$ cat src/rtl/bufram64c_pkg.sv
// Shared definitions for the 64-point FFT double-buffer sequencer:
// frame geometry, sequencer states and the read-address permutation.
package bufram64c_pkg;

    localparam int unsigned FFT_LEN = 64;
    localparam int unsigned AW      = 6;

    typedef enum logic [1:0] {
        ST_IDLE,
        ST_FILL,
        ST_STREAM
    } state_t;

    // bitrev=0: 8x8 transpose (swap 3-bit halves); bitrev=1: full 6-bit reversal
    function automatic logic [AW-1:0] perm(input logic [AW-1:0] cnt, input logic bitrev);
        logic [AW-1:0] r;
        r = {cnt[2:0], cnt[5:3]};
        if (bitrev) begin
            for (int unsigned i = 0; i < AW; i++) begin
                r[i] = cnt[AW-1-i];
            end
        end
        return r;
    endfunction

endpackage

$ cat src/rtl/bufram64c_perm.sv
// Combinational read-address permuter: transpose or bit-reverse of the
// frame counter, selected at elaboration time by MODE.
module bufram64c_perm
    import bufram64c_pkg::*;
#(
    parameter int unsigned MODE = 0
) (
    input  logic [AW-1:0] CNT,
    output logic [AW-1:0] ADDR
);

    always_comb begin
        ADDR = perm(CNT, MODE != 0);
    end

endmodule

$ cat src/rtl/bufram64c_ctrl.sv
// Ping-pong address/control sequencer for the 2x64 complex FFT buffer:
// bank writes, permuted reads and a frame-aligned RDY/FRM after RDLAT.
module bufram64c_ctrl
    import bufram64c_pkg::*;
#(
    parameter int unsigned MODE  = 0,
    parameter int unsigned RDLAT = 2
) (
    input  logic          CLK,
    input  logic          RST,
    input  logic          ED,
    input  logic          START,
    output logic          WE,
    output logic          ODD,
    output logic [AW-1:0] ADDRW,
    output logic [AW-1:0] ADDRR,
    output logic          RDY,
    output logic          FRM
);

    state_t          state, state_n;
    logic [AW-1:0]   wcnt, wcnt_n;
    logic            odd_n, we_n;
    logic            rd_act, rd_act_n;
    logic            flush;
    logic [AW-1:0]   perm_addr;
    logic [AW-1:0]   addrr_n;
    logic [RDLAT-1:0] sr_v, sr_f;

    always_comb begin
        state_n  = state;
        wcnt_n   = wcnt;
        odd_n    = ODD;
        we_n     = WE;
        rd_act_n = rd_act;
        flush    = 1'b0;
        if (START) begin
            // START overrides everything, including a coincident wrap
            state_n  = ST_FILL;
            wcnt_n   = '0;
            odd_n    = 1'b0;
            we_n     = 1'b1;
            rd_act_n = 1'b0;
            flush    = 1'b1;
        end else begin
            case (state)
                ST_IDLE: begin
                end
                ST_FILL, ST_STREAM: begin
                    wcnt_n = wcnt + 1'b1;
                    if (wcnt == AW'(FFT_LEN - 1)) begin
                        odd_n   = ~ODD;
                        state_n = ST_STREAM;
                    end
                    rd_act_n = (state_n == ST_STREAM);
                end
                default: state_n = ST_IDLE;
            endcase
        end
    end

    // Read counter is the write counter itself, applied to the opposite bank
    bufram64c_perm #(
        .MODE(MODE)
    ) u_perm (
        .CNT  (wcnt_n),
        .ADDR (perm_addr)
    );

    always_comb begin
        addrr_n = rd_act_n ? perm_addr : '0;
    end

    always_ff @(posedge CLK or negedge RST) begin
        if (!RST) begin
            state  <= ST_IDLE;
            wcnt   <= '0;
            ODD    <= 1'b0;
            WE     <= 1'b0;
            rd_act <= 1'b0;
            ADDRR  <= '0;
        end else if (ED) begin
            state  <= state_n;
            wcnt   <= wcnt_n;
            ODD    <= odd_n;
            WE     <= we_n;
            rd_act <= rd_act_n;
            ADDRR  <= addrr_n;
        end
    end

    always_comb begin
        ADDRW = wcnt;
    end

    // sr_f carries first-of-frame already qualified by valid, so RDY is a plain register tap
    always_ff @(posedge CLK or negedge RST) begin
        if (!RST) begin
            sr_v <= '0;
            sr_f <= '0;
        end else if (ED) begin
            if (flush) begin
                sr_v <= '0;
                sr_f <= '0;
            end else begin
                sr_v[0] <= rd_act;
                sr_f[0] <= rd_act && (wcnt == '0);
                for (int unsigned i = 1; i < RDLAT; i++) begin
                    sr_v[i] <= sr_v[i-1];
                    sr_f[i] <= sr_f[i-1];
                end
            end
        end
    end

    always_comb begin
        FRM = sr_v[RDLAT-1];
        RDY = sr_f[RDLAT-1];
    end

endmodule

$ cat config.mk
export PLATFORM = sky130hd
export DESIGN_NAME = bufram64c_ctrl
export DESIGN_NICKNAME = d
export VERILOG_FILES = /design/src/rtl/bufram64c_pkg.sv /design/src/rtl/bufram64c_perm.sv /design/src/rtl/bufram64c_ctrl.sv
export SDC_FILE = /design/constraint.sdc
export NUM_CORES = 1
export LEC_CHECK = 0
export BUFFER_PORTS_ARGS = -buffer_cell sky130_fd_sc_hd__buf_4
export CELL_PAD_IN_SITES_DETAIL_PLACEMENT = 0
export CELL_PAD_IN_SITES_GLOBAL_PLACEMENT = 1
export CORE_AREA = 2 2 58 60
export DETAILED_ROUTE_END_ITERATION = 10
export DIE_AREA = 0 0 60 62
export GPL_TIMING_DRIVEN = 0
export PLACE_DENSITY_LB_ADDON = 0.1
export SYNTH_ARGS = -nofsm -noshare
export SYNTH_HDL_FRONTEND = slang
export SYNTH_HIERARCHICAL = 1
export SYNTH_SLANG_ARGS = --single-unit
$ cat constraint.sdc
create_clock -name CLK -period 2.4 [get_ports CLK]
set_clock_uncertainty 0.15 [all_clocks]
set_input_delay 0.36 -clock CLK [delete_from_list [all_inputs] [get_ports CLK]]
set_output_delay 0.36 -clock CLK [all_outputs]
set_load 0.02 [all_outputs]
Yosys cells after proc, flatten, opt, wreduce, memory -nomap -nowiden
Cells that the tools add are included.

word-level totals
  bits in registers = 21
  bits of input ports = 4
  output and inout port bits = 16
  logic and storage cells = 40

cells by class
  add/sub/neg operators = 1
  eq/ne operators = 5
  mux-type cells = 16
  bitwise gates (word level) = 1
  reductions and logical operators = 9

operator list
  kind                                                  count
  two-way mux 6 bit                                     3
  two-way mux 2 bit                                     6
  adder 6 x 1 -> 6 bit (second input constant)          1
  equality test 6 bit (second input constant)           1
  zero test 6 bit                                       1
  two-way mux 1 bit                                     6
  equality test 2 bit (second input constant)           2
  case mux 2 bit (2 select lines)                       1
  AND reduction 2 bit                                   2
  nonzero test 2 bit                                    2
  AND reduction 3 bit                                   1
  equality test 2 x 1 -> 1 bit (second input constant)  1
  zero test 2 bit                                       1
  != test 2 bit (second input constant)                 1
  OR reduction 2 bit                                    1
  logical AND 1 bit                                     1
  inverter 1 bit                                        1

Longest topological paths before layout
  word-level depth = 8
  depth in mapped cells = 9
  mapped depth without buffers = 7

By module
Netlist, hierarchy kept.

modules (own cells, without submodules)
  module          times used  cells each  area an instance (µm²)  sequential area each (µm²)
  bufram64c_ctrl  1           116         1209.9                  525.5
  bufram64c_perm  1           6           45.0                    0.0

Least setup slack after synthesis
Ideal clock, no wire load.

  path kind = reg-to-reg
  from = reg state[0]
  to = reg ADDRR[2]
  library setup time = 0.096 ns
  arrival time = 1.862 ns
  data required time = 2.154 ns
  slack = 0.293 ns
  stages on the path, launching flop included = 10
  buffers on the path = 2
  period minus slack after synthesis = 2.107 ns
  path through = dfrtp_1 inv_1 ha_1 buf_6 nand4_2 or3_1 a21oi_1 buf_4 nand2_1 o32ai_2

on the way
  elaborated cells between the ends (all ways) = 12
  classes of those cells = eq/ne: 3; mux: 8; reduce/logical: 1

RTL lines
  what                                                                        RTL line              text
  start: declaration                                                          bufram64c_ctrl.sv:21  state_t state, state_n;
  start signal: assignment                                                    bufram64c_ctrl.sv:83  state <= state_n;
  equality test 2 x 1 -> 1 bit / equality test 2 bit (equally long branches)  bufram64c_ctrl.sv:46  case (state)
  OR reduction 2 bit (*)                                                      bufram64c_ctrl.sv:46
  two-way mux 6 bit (*)                                                       bufram64c_ctrl.sv:46
  two-way mux 6 bit (*)                                                       bufram64c_ctrl.sv:37  if (START) begin
  named net wcnt_n[5]                                                         bufram64c_ctrl.sv:22  logic [AW-1:0] wcnt, wcnt_n;
  two-way mux 6 bit (*)                                                       bufram64c_ctrl.sv:71  addrr_n = rd_act_n ? perm_addr : '0;
  end signal: assignment                                                      bufram64c_ctrl.sv:88  ADDRR <= addrr_n;
  end: declaration                                                            bufram64c_ctrl.sv:16  output logic [AW-1:0] ADDRR,

Mark *: on every way through the listed nets, which the timed path passes. The rest lies on a longest branch. The select of a mux whose other input is x is not followed.
A chain may end at the register's enable or synchronous reset.

Worst setup path in the final report
  from = reg state[1]
  to = reg ADDRR[2]

The elaborated chain is that of the path after synthesis.

==> impl_metrics.ini <==
[outcome]
status = finished clean

[floorplan]
dieWidth_um = 60
initial_utilization = 0.395
die_area_mm2 = 0.00372
core_area_mm2 = 0.00318
num_rows = 21
ioPinCount = 20
dieHeight_um = 62

[power_and_ir_drop]
p_sw_uw = 458
power_frac_clock = 0.158
swShare = 0.387
internal-power_uw = 726
combPwrFrac = 0.451
cellLeakagePower_uw = 0.000680
irDropWorstVdd_mv = 0.377
power_frac_seq = 0.391
cellPowerDensity_mw_per_mm2 = 777
total_power_uw = 1180

[setup_path]
critPathArrivalTime_ns = 2.37
critPathCaptureType = register
worstPathRequired_ns = 2.48
criticalPathCategory = reg -> reg
crit_path_max_fanout = 10
start_kind = register

[route]
wl_met3_um = 101
avgRoutedWirePerCell_um = 13.7
drc = 0
dr_total_vias = 968
postRouteAntennaNets = 0
firstDrtPassIters = 4
top_layer = met4
met1_length_um = 1240
wirelength_um = 2670
routed-wl-met2_um = 1280
drt_iter0_markers = 18
routed_via_density = 4.96

[clocking]
cts_root_buf = clkbuf_4
cts_tree = built
clk_pin_slew_ns = 0.13
cts_buffer_depth = 2
cts_sinks = 21
htree_num_levels = 1
cts_buffers = 3
clock_latency_ns = 0.32

[synthesis]
synth_fp_nets = 129
synth_edf_count = 0
syn-cell-area_mm2 = 0.00125
synthArstFlopShare = 1.00
yosysSeqAreaShare = 0.419
ys_seq_elements = 21
synthTopCellsByArea = dfrtp_1 42%, o32ai_2 7.8%, nand2_1 4.2%, buf_4 3.6%, inv_1 3.6%
avgSynthCellArea_um2 = 10.3
synth_top_area_cell = dfrtp_1
synthCells = 122
synth_cell_types = 38
yosys_warnings = 6
synth_most_common_cell = dfrtp_1
synthFlopType = dfrtp_1
yosys-top-cells-count = 21 x dfrtp_1, 14 x nand2_1, 12 x inv_1, 6 x buf_4, 6 x o32ai_2
yosysTopAreaCellShare = 0.419

[grt]
grt_pass1_wl_um = 4490
grt_overflow = 0
grt_pass1_vias = 922
grt_use_total = 0.164
antenna_found_initial = 0
grt_max_degree = 22

[sta]
finalHoldViolations = 0
setup_ws_ns = 0.114
setup_viol = 0
final_max_slew_viol_count = 0
maxSlewHeadroom = 0.599
post-route-period-util = 0.952
fin_crit_ns = 2.29
worstMarginPinSlew_ns = 0.602
timing.fmax_ghz = 0.438

[placed_design]
dpl.hpwl_um = 1870
gp_congestion = 0.752
pre_cts_ws_ns = 0.0812
io_buffers = 18

[cells_and_area]
drive_gt1_frac = 0.342
post-route-util = 0.479
n_antenna_cell = 0
syn_to_final_growth_pct = 21.4
final_nets = 157
num-fill-cells = 309

[hold_path]
hp-class = in -> reg

[job]
drv_cap = 0
## placed cells by master, fill, tap and decap left out, drive strengths merged
cell	count
mux2	4
a21oi	2
ha	3
xor2	2
nor2	4
or3	3
buf	34
dfrtp	21
clkinv	1
a21bo	1
mux2i	3
o21ai	2
clkbuf	5
o311ai	1
nor2b	4
nand3	2
o31ai	1
o211ai	4
xnor2	1
a21o	1
a22oi	1
inv	13
nand2b	2
nand2	14
o221ai	1
o32ai	6
nor4	1
a22o	2
dlygate4sd3	1
nand4	3
o211a	1
o2bb2ai	2
nand3b	2
or4b	1
## what timing repair did
| action | CTS | global route |
|---|---|---|
| hold buffers | 1 | 0 |
| setup buffers | 0 | 4 |
| gates resized for setup | 0 | 1 |
| setup endpoints to repair | 0 | 1 |
| endpoints found under the hold margin | 21 | 0 |
## worst paths after layout
kind	start	endpoint	slack [ns]	cells after the start
min in group asynchronous	RST	ADDRW[3]$_DFFE_PN0P_	0.29	2
hold reg to reg	WE$_DFFE_PN0P_	WE$_DFFE_PN0P_	0.33	1
hold / removal	START	ADDRW[5]$_DFFE_PN0P_	0.18	3
max in group asynchronous	RST	sr_f[0]$_DFFE_PN0P_	1.59	2
setup / recovery	state[1]$_DFFE_PN0P_	ADDRR[2]$_DFFE_PN0P_	0.11	9
setup reg to reg	state[1]$_DFFE_PN0P_	ADDRR[2]$_DFFE_PN0P_	0.11	9
## power by group through the flow
stage               Clock [µW]  Combinational (µW)  Sequential (µW)
finish                     187                 534              463
detailed placement           0                 491              466
floorplan                    0                 334              492
CTS                        192                 495              459
global placement             0                 486              463
global route               212                 591              472
## logic make-up (layout without fill, tap and decap cells)
family                     after synthesis  after routing  synth area share
and+or+nand+nor                         36             36             0.164
buffers and inverters                   27             54             0.108
AOI/OAI and AO/OA                       25             25             0.199
DFF                                     21             21             0.419
muxes                                    7              7            0.0598
adders and majority gates                3              3            0.0299
xor gates and xnor gates                 3              3            0.0209
## area by class of cell
type                    instances  area [µm²]  area share
plain buffers                  14        86.3      0.0567
flip-flops and latches         21         526       0.345
clock inverters                 1        5.00     0.00328
well taps                      46        57.6      0.0378
clock buffers                   3        22.5      0.0148
multi-input cells              74         603       0.396
repair buffers                 23         175       0.115
inverters                      13        48.8      0.0320
## sequential cells by signal (all words and copies together), names as in the netlist
signal	count
WE	1
ADDRR	6
state	2
sr_v	2
ODD	1
ADDRW	6
sr_f	2
rd_act	1
## critical path, stage by stage (launching register included)
cell and delay, ns:
dfrtp_1 0.40, inv_1 0.07, ha_1 0.35, buf_6 0.17, nand4_4 0.13, or3_1 0.38
a21oi_1 0.16, buf_4 0.12, nand2_1 0.05, o32ai_2 0.21
## stage by stage
stage	instances	hold WS [ns]	TNS (ns)	cell area [µm²]
CTS	191	0.178	0	1490
floorplan	122	-0.0856	0	1250
detailed placement	186	0.117	0	1450
finish	195	0.179	0	1520
global placement	186	0.112	0	1450
global route	195	0.207	-0.00647	1520
## layer usage
| metal | vias up | track usage |
|---|---|---|
| li1 | 474 | - |
| met1 | 462 | 0.215 |
| met2 | 27 | 0.270 |
| met3 | 5 | 0.0290 |
| met4 | 0 | 0.0667 |
| met5 | - | 0 |
Power figures use the tool's default switching activity.
